==> src/rtl/qspi_flash_responder.sv <==
// ---------------------------------------------------------------------------
// qspi_flash_responder: oversampled SPI/QSPI flash read responder (0x03, 0xEB)
// Rev 1.0
// ---------------------------------------------------------------------------
`default_nettype none

module qspi_flash_responder #(
  parameter int ADDR_WIDTH        = 24,
  parameter int QUAD_DUMMY_CYCLES = 4,
  parameter int MEM_LATENCY       = 1
) (
  input  logic                  clk,
  input  logic                  reset,
  input  logic                  flash_clk,
  input  logic                  flash_csn,
  input  logic [3:0]            io_in,
  output logic [3:0]            io_out,
  output logic [3:0]            io_out_en,
  output logic [ADDR_WIDTH-1:0] mem_addr,
  output logic                  mem_rd_en,
  input  logic [7:0]            mem_data,
  output logic                  continuous_mode
);

  typedef enum logic [3:0] {
    IDLE, CMD, ADDR_S, ADDR_Q, MODE, DUMMY, DATA_S, DATA_Q, IGNORE
  } state_t;

  localparam logic [4:0] DUMMY_LAST = 5'(QUAD_DUMMY_CYCLES - 1);

  state_t state, next_state;

  logic                   sclk, sclk_d, csn_s;
  logic [3:0]             io_s;
  logic                   rise, fall, phase_done;
  logic [4:0]             cnt;
  logic [2:0]             bcnt;
  logic [22:0]            sr;
  logic [7:0]             cur, nxt, src, cmd_byte;
  logic [23:0]            addr_full;
  logic [MEM_LATENCY-1:0] rd_pipe;
  logic                   data_valid, quad_data;

  assign rise       = sclk & ~sclk_d;
  assign fall       = ~sclk & sclk_d;
  assign cmd_byte   = {sr[6:0], io_s[0]};
  assign addr_full  = (state == ADDR_Q) ? {sr[19:0], io_s} : {sr[22:0], io_s[0]};
  assign data_valid = rd_pipe[MEM_LATENCY-1];
  // Bypass lets the first byte start on the same clk its read data lands.
  assign src        = data_valid ? mem_data : nxt;
  assign quad_data  = (state == DATA_Q);

  always_ff @(posedge clk or posedge reset) begin
    if (reset) begin
      sclk   <= 1'b0;
      sclk_d <= 1'b0;
      csn_s  <= 1'b1;
      io_s   <= 4'h0;
    end else begin
      sclk   <= flash_clk;
      sclk_d <= sclk;
      csn_s  <= flash_csn;
      io_s   <= io_in;
    end
  end

  always_ff @(posedge clk or posedge reset) begin
    if (reset) state <= IDLE;
    else       state <= next_state;
  end

  always_comb begin
    next_state = state;
    phase_done = 1'b0;
    case (state)
      IDLE:   if (rise) next_state = continuous_mode ? ADDR_Q : CMD;
      CMD:    if (rise && cnt == 5'd7) begin
                phase_done = 1'b1;
                case (cmd_byte)
                  8'h03:   next_state = ADDR_S;
                  8'hEB:   next_state = ADDR_Q;
                  default: next_state = IGNORE;
                endcase
              end
      ADDR_S: if (rise && cnt == 5'd23) begin
                phase_done = 1'b1;
                next_state = DATA_S;
              end
      ADDR_Q: if (rise && cnt == 5'd5) begin
                phase_done = 1'b1;
                next_state = MODE;
              end
      MODE:   if (rise && cnt == 5'd1) begin
                phase_done = 1'b1;
                next_state = (QUAD_DUMMY_CYCLES == 0) ? DATA_Q : DUMMY;
              end
      DUMMY:  if (rise && cnt == DUMMY_LAST) begin
                phase_done = 1'b1;
                next_state = DATA_Q;
              end
      default: ;
    endcase
    if (csn_s) next_state = IDLE;
  end

  always_ff @(posedge clk or posedge reset) begin
    if (reset) begin
      cnt             <= 5'd0;
      bcnt            <= 3'd0;
      sr              <= '0;
      cur             <= 8'h00;
      nxt             <= 8'h00;
      io_out          <= 4'h0;
      io_out_en       <= 4'h0;
      mem_addr        <= '0;
      mem_rd_en       <= 1'b0;
      rd_pipe         <= '0;
      continuous_mode <= 1'b0;
    end else begin
      mem_rd_en <= 1'b0;
      rd_pipe   <= (rd_pipe << 1) | MEM_LATENCY'(mem_rd_en);
      if (data_valid) nxt <= mem_data;
      if (csn_s) begin
        cnt       <= 5'd0;
        bcnt      <= 3'd0;
        io_out    <= 4'h0;
        io_out_en <= 4'h0;
      end else begin
        if (rise) begin
          case (state)
            IDLE: begin
              cnt <= 5'd1;
              sr  <= continuous_mode ? {sr[18:0], io_s} : {sr[21:0], io_s[0]};
            end
            CMD, ADDR_S: begin
              cnt <= phase_done ? 5'd0 : cnt + 5'd1;
              sr  <= {sr[21:0], io_s[0]};
            end
            ADDR_Q, MODE: begin
              cnt <= phase_done ? 5'd0 : cnt + 5'd1;
              sr  <= {sr[18:0], io_s};
            end
            DUMMY:   cnt <= phase_done ? 5'd0 : cnt + 5'd1;
            default: ;
          endcase
          if (phase_done && (state == ADDR_S || state == ADDR_Q)) begin
            mem_addr  <= addr_full[ADDR_WIDTH-1:0];
            mem_rd_en <= 1'b1;
            bcnt      <= 3'd0;
          end
          // Mode byte bits [5:4] live in sr[1:0] once the low nibble arrives.
          if (phase_done && state == MODE) continuous_mode <= (sr[1:0] == 2'b10);
        end
        if (fall && (state == DATA_S || state == DATA_Q)) begin
          if (bcnt == 3'd0) begin
            mem_addr  <= mem_addr + ADDR_WIDTH'(1);
            mem_rd_en <= 1'b1;
            if (quad_data) begin
              io_out <= src[7:4];
              cur    <= {src[3:0], 4'h0};
            end else begin
              io_out <= {2'b00, src[7], 1'b0};
              cur    <= {src[6:0], 1'b0};
            end
          end else begin
            if (quad_data) begin
              io_out <= cur[7:4];
              cur    <= {cur[3:0], 4'h0};
            end else begin
              io_out <= {2'b00, cur[7], 1'b0};
              cur    <= {cur[6:0], 1'b0};
            end
          end
          io_out_en <= quad_data ? 4'b1111 : 4'b0010;
          bcnt      <= (bcnt == (quad_data ? 3'd1 : 3'd7)) ? 3'd0 : bcnt + 3'd1;
        end
      end
    end
  end

endmodule

`default_nettype wire
==> config.mk <==
export PLATFORM = sky130hd
export DESIGN_NAME = qspi_flash_responder
export DESIGN_NICKNAME = d
export VERILOG_FILES = /design/src/rtl/qspi_flash_responder.sv
export SDC_FILE = /design/constraint.sdc
export NUM_CORES = 1
export LEC_CHECK = 0
export BUFFER_PORTS_ARGS = -buffer_cell sky130_fd_sc_hd__buf_2
export CAP_MARGIN = 20
export CORE_ASPECT_RATIO = 0.5
export CORE_UTILIZATION = 60
export DETAILED_ROUTE_END_ITERATION = 8
export PLACE_DENSITY = 0.81
export SLEW_MARGIN = 15
export SYNTH_ARGS = -nofsm -noshare
export SYNTH_HDL_FRONTEND = slang
export SYNTH_SLANG_ARGS = --single-unit
==> constraint.sdc <==
create_clock -name clk -period 5.8 [get_ports clk]
set_input_delay 0.29 -clock clk [delete_from_list [all_inputs] [get_ports clk]]
set_output_delay 0.29 -clock clk [all_outputs]
set_load 0.01 [all_outputs]
After elaboration in Yosys (flattened, before gate mapping) --
Cells that the tools add are included.
Word-level totals: logic and storage cells 124, output and inout port bits 34, register bits 93, bits of input ports 16
Operators by class: equal/unequal tests 22, add/subtract/negate cells 3, reductions and logical operators 28, bitwise operators 5, muxes and demuxes 50
Operators with widths (count):
- 24-bit two-way mux | 5
- 23-bit case mux with 3 select lines | 1
- 4-bit two-way mux | 15
- 8-bit two-way mux | 4
- 24-bit by 1-bit adder with 24-bit output (second input constant) | 1
- 4-bit case mux with 6 select lines | 1
- 23-bit two-way mux | 1
- 3-bit two-way mux | 6
- 4-bit by 3-bit == test with 1-bit output (second input constant) | 4
- 5-bit two-way mux | 3
- 3-bit != test (second input constant) | 5
- 3-bit nonzero test | 4
- 5-bit by 3-bit == test with 1-bit output (second input constant) | 2
- 1-bit two-way mux | 10
- 5-bit case mux with 2 select lines | 1
- 4-bit by 2-bit == test with 1-bit output (second input constant) | 2
- 8-bit by 2-bit == test with 1-bit output (second input constant) | 1
- 8-bit == test (second input constant) | 1
- 1-bit logical AND | 8
- 4-bit case mux with 2 select lines | 1
- 7-bit AND reduction | 1
- 7-bit nonzero test | 1
- 2-bit AND reduction | 3
- 3-bit AND reduction | 2
- 19 further kinds | 25

Logic depth before layout (Yosys ltp) --
Gate-level depths: netlist of run 1.
depth in word-level cells 11, depth in mapped cells 8, depth with buffers taken out 7

Worst setup path after synthesis of run 1 --
No wires, ideal clock.
path type flip-flop to flip-flop, from reg bcnt[0], to reg mem_addr[19], setup time 121 ps, buffers on the path 1, setup slack 3759 ps, stages on the path, launching flop included 9, clock period less this slack 2041 ps, data required time 5679 ps, data arrival time 1920 ps, cells stage by stage dfrtp_1 > inv_1 > ha_1 > or3b_1 > or2_2 > clkbuf_1 > a31oi_1 > a211oi_1 > o22a_1
Between the ends: word-level cells in the longest chain between the ends 3
RTL lines:
- start, declared | RTL line 37 | logic [2:0] bcnt;
- start signal, assigned | RTL line 175 | bcnt <= (bcnt == (quad_data ? 3'd1 : 3'd7)) ? 3'd0 : bcnt + 3'd1;
- 3-bit logical NOT | RTL line 155 | if (bcnt == 3'd0) begin
- 24-bit two-way mux | RTL line 155
- 24-bit two-way mux | RTL line 154 | if (fall && (state == DATA_S || state == DATA_Q)) begin
- end signal, assigned | RTL line 147 | mem_addr <= addr_full[ADDR_WIDTH-1:0];
- end signal, assigned | RTL line 156 | mem_addr <= mem_addr + ADDR_WIDTH'(1);
- end, declared | RTL line 19 | output logic [ADDR_WIDTH-1:0] mem_addr,
No other way between the ends. A chain may end at the register's enable or synchronous reset.

Final worst setup path of run 1 --
from reg state[0], to reg sr[10]
Between the ends: word-level cells in the longest chain between the ends 4, elaborated cells between the ends (all ways) 10, those cells by class eq/ne (4); mux (1); reduce/logical (5)
RTL lines:
- start, declared | RTL line 31 | state_t state, next_state;
- start signal, assigned | RTL line 69 | else state <= next_state;
- 4-bit by 2-bit == test with 1-bit output (tied with other cells) | RTL line 130 | case (state)
- 2-bit OR reduction | RTL line 130
- 3-bit nonzero test (no line)
- 3-bit AND reduction (no line)
- end signal, assigned | RTL line 133 | sr <= continuous_mode ? {sr[18:0], io_s} : {sr[21:0], io_s[0]};
- end signal, assigned | RTL line 137 | sr <= {sr[21:0], io_s[0]};
- end signal, assigned | RTL line 141 | sr <= {sr[18:0], io_s};
- end, declared | RTL line 38 | logic [22:0] sr;
Several ways; a longest one is shown, not always the timed one.

==> results of run 1 <==
==> where the power goes <==
part / internal, uW / switching [uW]
logic: 88.4 / 107
registers: 657 / 81.5
clock network: 302 / 248
total: 1050 / 437
==> Yosys cell counts (all sizes together) (2+ instances only) <==
cell type,number,area [sq um]
nand2,67,251
nor4b,4,65.1
ha,5,62.6
nand4,11,68.8
or3,2,12.5
mux2,12,135
clkbuf,23,86.3
o31a,2,17.5
nand3,15,75.1
and3,8,50.1
a21o,3,22.5
dfrtp,89,2230
o21a,2,15.0
or4,2,18.8
nor2b,7,43.8
a32oi,16,140
or4b,2,20.0
and2,6,37.5
a21oi,28,140
a211oi,5,37.5
o22a,21,184
or2,2,12.5
inv,12,45.0
o211ai,5,37.5
nor3,9,45.0
a22o,2,17.5
nor3b,4,30.0
nor4,5,52.6
and4,2,18.8
o31ai,7,52.6
nor2,40,150
nand2b,7,43.8
mux2i,40,400
a31oi,9,56.3
nand4b,2,23.8
buf,19,101
a22oi,2,15.0
o21ai,37,185
==> cell families after synthesis <==
logic type / share of synthesized area
AND/OR/NAND/NOR: 0.208
AO/OA/AOI/OAI: 0.193
flip-flops: 0.435
buffers and inverters: 0.0449
multiplexers: 0.103
adder cells (fa/ha/maj): 0.0121
XOR/XNOR: 0.00338
==> worst max-delay path: cells and delay by family (launching register included) <==
family / cells / cell delay [ps]
AND/OR/NAND/NOR: 1 / 860
multiplexers: 1 / 220
buffers and inverters: 1 / 400
AO/OA/AOI/OAI: 2 / 360
flip-flops: 1 / 780
==> worst max path at each step <==
stage | end | slack [ps] | cells past startpoint
after floorplan | bcnt[0] | 3180 | 1
after global placement | mem_addr[15] | 3090 | 7
after detailed placement | mem_addr[23] | 3060 | 5
after CTS | mem_addr[15] | 3030 | 7
after global routing | sr[10] | 2790 | 5
final | sr[10] | 3030 | 5
==> metal layers <==
layer / track usage / vias to the layer above
met4: 0.0710 / 0
met5: 0 / -
li1: - / 2082
met1: 0.383 / 2104
met3: 0.0676 / 13
met2: 0.460 / 145
==> area by class of cell <==
type / count / area, sq um
Inverter: 12 / 46.3
Fill cell: 628 / 2440
Sequential cell: 90 / 2250
Clock inverter: 6 / 42.5
Tap cell: 112 / 140
Timing Repair Buffer: 56 / 302
Clock buffer: 10 / 239
Multi-Input combinational cell: 407 / 2710
==> registers in the layout (all words and copies together) (netlist names), 2 cells and up <==
| name | cells |
|---|---|
| state | 4 |
| cur | 7 |
| io_out | 4 |
| bcnt | 3 |
| io_s | 4 |
| cnt | 5 |
| nxt | 8 |
| io_out_en | 2 |
| sr | 23 |
| mem_addr | 24 |
==> per-stage QoR <==
| step | instance area [sq um] | setup WS, ps | hold WS (ps) | total power (uW) | std cells |
|---|---|---|---|---|---|
| after global placement | 5440 | 3090 | 395 | 932 | 676 |
| after detailed placement | 5440 | 3060 | 398 | 939 | 676 |
| after global routing | 5730 | 2790 | 25.3 | 1560 | 693 |
| after CTS | 5720 | 3030 | 36.7 | 1490 | 692 |
| after floorplan | 5180 | 3180 | 294 | 882 | 551 |
| final | 5730 | 3030 | 37.8 | 1480 | 693 |
==> results_dict.tcl, run 1 <==
set metrics [dict create \
    status "completed" \
    drc 0 \
    syn_nets 572 \
    ant_nets 0 \
    finalHoldViolations 0 \
    fin_util 0.701 \
    hpwl_um 7550 \
    gp_congestion 0.837 \
    nNetsFinal 597 \
    clk_path_buf_depth 2 \
    reg2reg_from "state[0]" \
    worstPathArrival_ps 2970 \
    wl_met3_um 666 \
    rsz0062_at_grt "false" \
    wl_per_cell_um 17.2 \
    syn2layout_area_growth_pct 10.6 \
    leakage_uw 0.00249 \
    ff2ff_path_depth 5 \
    final_common_cell "dfrtp_1" \
    synthCells 551 \
    slowest_stage "nand3_1" \
    grt.total_usage 0.282 \
    hold_start "flash_csn" \
    dr.pass1.iters 7 \
    worstReg2RegEnd "sr[10]" \
    synthesis.area_sq_mm 0.00518 \
    die_height_um 67.7 \
    grt_max_degree 91 \
    maxCapViolCount 0 \
    hold_end "csn_s" \
    worstMarginPinSlew_ps 976 \
    clock-root-buffer "clkbuf_16" \
    max_stage_delay_ps 860 \
    insertion_delay_ps 350 \
    wl_met1_um 5510 \
    synthDistinctLibCells 65 \
    pin_count 50 \
    cts_sinks 90 \
    core.rowCount 23 \
    seq_area_frac_synth 0.435 \
    portBuffers 49 \
    critical_path_required_ps 5990 \
    period_needed_ps 2770 \
    grt.overflow.total 0 \
    die_x_um 133 \
    critical_path_class "flop to flop" \
    syn_avg_cell_area_sq_um 9.40 \
    via_per_inst 6.27 \
    whs_path_depth 1 \
    skew_ps 9.35 \
    ys_warn_count 0 \
    hp-class "input pin to flop" \
    cts_tree "yes" \
    clk_pin_slew_worst_paths_ps 60 \
    cts_resized 0 \
    r2r_setup_slack_ps 3030 \
    cts_hold_buf 0 \
    vias 4344 \
    startpoint "state[0]" \
    final_cell_mix "89 x dfrtp_1, 67 x nand2_1, 49 x buf_2" \
    ys_ff_latch 90 \
    cts_max_level 3 \
    synthFlopType "dfrtp_1" \
    core_area_sq_mm 0.00817 \
    fmax_ghz 0.361 \
    die_area_sq_mm 0.00903 \
    slew_violations 0 \
    met2_length_um 5640 \
    cp_cell_sequence "nand3_1, o311ai_4, buf_4, mux2i_1, o21ai_0" \
    cp-end-kind "flop" \
    setup_viol 0 \
    post_cts_buffers 0 \
    p_per_area_mw_per_mm2 259 \
    antenna_cells 0 \
    irDropWorstVdd_mv 0.151 \
    wl_um 11900 \
    grt_pass1_vias 3947 \
    async_flop_share 1.00 \
    top_layer_used "met4" \
    antenna_found_initial 0 \
    numCtsBuffers 9 \
    tns_ps 0 \
    drive_gt1_frac 0.170 \
    synth_edf_count 0 \
    start_util 0.634 \
    relSlewSlack 0.347 \
    grt_pass1_wl_um 19800 \
    period_share 0.478 \
    startpoint_type "flop" \
    drtIter0Drc 481 \
    crit_fanout 22 \
]
(Power assumes the default switching activity.)
==> run 2, diff against run 1 <==
Clock period 5.8 ns to 2.8 ns, I/O delays scaled along.
==> results_dict.tcl, run 2 (synthesis gave the netlist of run 1 again) <==
set metrics [dict create \
    setup_viol 0 \
    fin_ws_ps 402 \
    gp_congestion 0.860 \
    die_x_um 133 \
    max_stage_delay_ps 540 \
    top_layer_used "met4" \
    antenna_cells 0 \
    critical_path_required_ps 3080 \
    tns_ps 0 \
    worstPathArrival_ps 2680 \
    grt.overflow.total 0 \
    cts_max_level 3 \
    grt_max_degree 56 \
    startpoint_type "flop" \
    worstMarginPinSlew_ps 739 \
    wl_met1_um 5570 \
    largest_register "mem_addr" \
    drive_gt1_frac 0.176 \
    core_area_sq_mm 0.00817 \
    ant_nets 0 \
    pre_cts_ws_ps 422 \
    critical_path_class "flop to flop" \
    cts_tree "yes" \
    wl_um 12100 \
    crit_fanout 9 \
    cp-end-kind "flop" \
    vias 4422 \
    die_area_sq_mm 0.00903 \
    syn2layout_area_growth_pct 14.2 \
    cp_cell_sequence "inv_1, ha_1, or3b_1, nor4_4, buf_4, nand3_1, a21oi_1, o22a_1" \
    insertion_delay_ps 350 \
    hp-class "input pin to flop" \
    pin_count 50 \
    layoutNonFillerInstCount 707 \
    die_height_um 67.7 \
    wl_met3_um 661 \
    largestRegisters "mem_addr: 24 flops, sr: 23 flops, nxt: 8 flops" \
    portBuffers 49 \
    dp.cells 684 \
    cts_resized 0 \
    largest_register_ffs 24 \
    final_common_cell "dfrtp_1" \
    finalHoldViolations 0 \
    leakage_uw 0.00260 \
    period_share 0.856 \
    wl_per_cell_um 17.1 \
    grt_pass1_vias 4068 \
    fmax_ghz 0.417 \
    placed_cell_area_sq_mm 0.00551 \
    grt_pass1_wl_um 20100 \
    clock-root-buffer "clkbuf_16" \
    skew_ps 7.61 \
    nNetsFinal 611 \
    hpwl_um 7940 \
    numCtsBuffers 9 \
    core.rowCount 23 \
    antenna_found_initial 0 \
    irDropWorstVdd_mv 0.384 \
    via_per_inst 6.25 \
    totalPowerFinal_uw 3350 \
    drc 0 \
    crit_buf_inv 2 \
    clk_path_buf_depth 2 \
    drtIter0Drc 358 \
    start_util 0.634 \
    cts_sinks 90 \
    dr.pass1.iters 6 \
    p_per_area_mw_per_mm2 565 \
    crit_family "simple AND/OR/NAND/NOR gates" \
    status "completed" \
    maxCapViolCount 0 \
    slew_violations 0 \
    grt.total_usage 0.287 \
    final_area_sq_mm 0.00592 \
    slowest_stage "nor4_4" \
    n_fill_cell 603 \
    period_needed_ps 2400 \
    met2_length_um 5600 \
    final_cell_mix "89 x dfrtp_1, 67 x nand2_1, 49 x buf_2" \
    clk_pin_slew_worst_paths_ps 70 \
    relSlewSlack 0.507 \
    rsz0062_at_grt "false" \
]
run 2: through the flow:
| step | hold WS (ps) | util |
|---|---|---|
| 4_1_cts | 32.2 | 0.724 |
| 6_report | 33.2 | 0.724 |
| 2_1_floorplan | 144 | - |
| 3_5_place_dp | 249 | 0.674 |
| 3_3_place_gp | 246 | 0.674 |
| 5_1_grt | 40.1 | 0.724 |
run 2: path summary, 6_finish.rpt:
kind / startpoint / to / slack [ps] / depth (start not counted)
max: bcnt[0] / mem_addr[8] / 400 / 8
min: mem_data[4] / nxt[4] / 30 / 3
max reg2reg: bcnt[0] / mem_addr[8] / 400 / 8
min reg2reg: mem_rd_en / data_valid / 410 / 0
max in group asynchronous: reset / mem_addr[7] / 1680 / 4
min in group asynchronous: reset / state[2] / 410 / 3
run 2: metal layers:
metal / global-route usage / vias to the layer above
met2: 0.476 / 145
met3: 0.0661 / 24
met5: 0 / -
met4: 0.104 / 0
li1: - / 2102
met1: 0.374 / 2151
run 2: tightest hold or removal path, cell delays in order:
cell and delay (ps):
buf_2 80, mux2i_1 80, inv_1 50
run 2: power breakdown:
group          switching (uW)  internal (uW)  total [uW]  leakage, uW
Sequential                158           1360        1520      0.00119
Clock                     521            878        1400     0.000167
Combinational             232            197         428      0.00124
Total                     911           2440        3350      0.00260
run 2: area by class of cell:
cell class / instances / area [sq um] / area share
clock inverter: 6 / 113 / 0.0190
multi-input combinational: 407 / 2710 / 0.457
timing repair buffer: 70 / 433 / 0.0731
sequential: 90 / 2250 / 0.381
clock buffer: 10 / 229 / 0.0387
tap: 112 / 140 / 0.0237
inverter: 12 / 46.3 / 0.00782
run 2: timing repair:
action | in CTS | in global routing
hold buffers | 7 | 0
buffers inserted | 0 | 0
endpoints found under the hold margin | 42 | 0
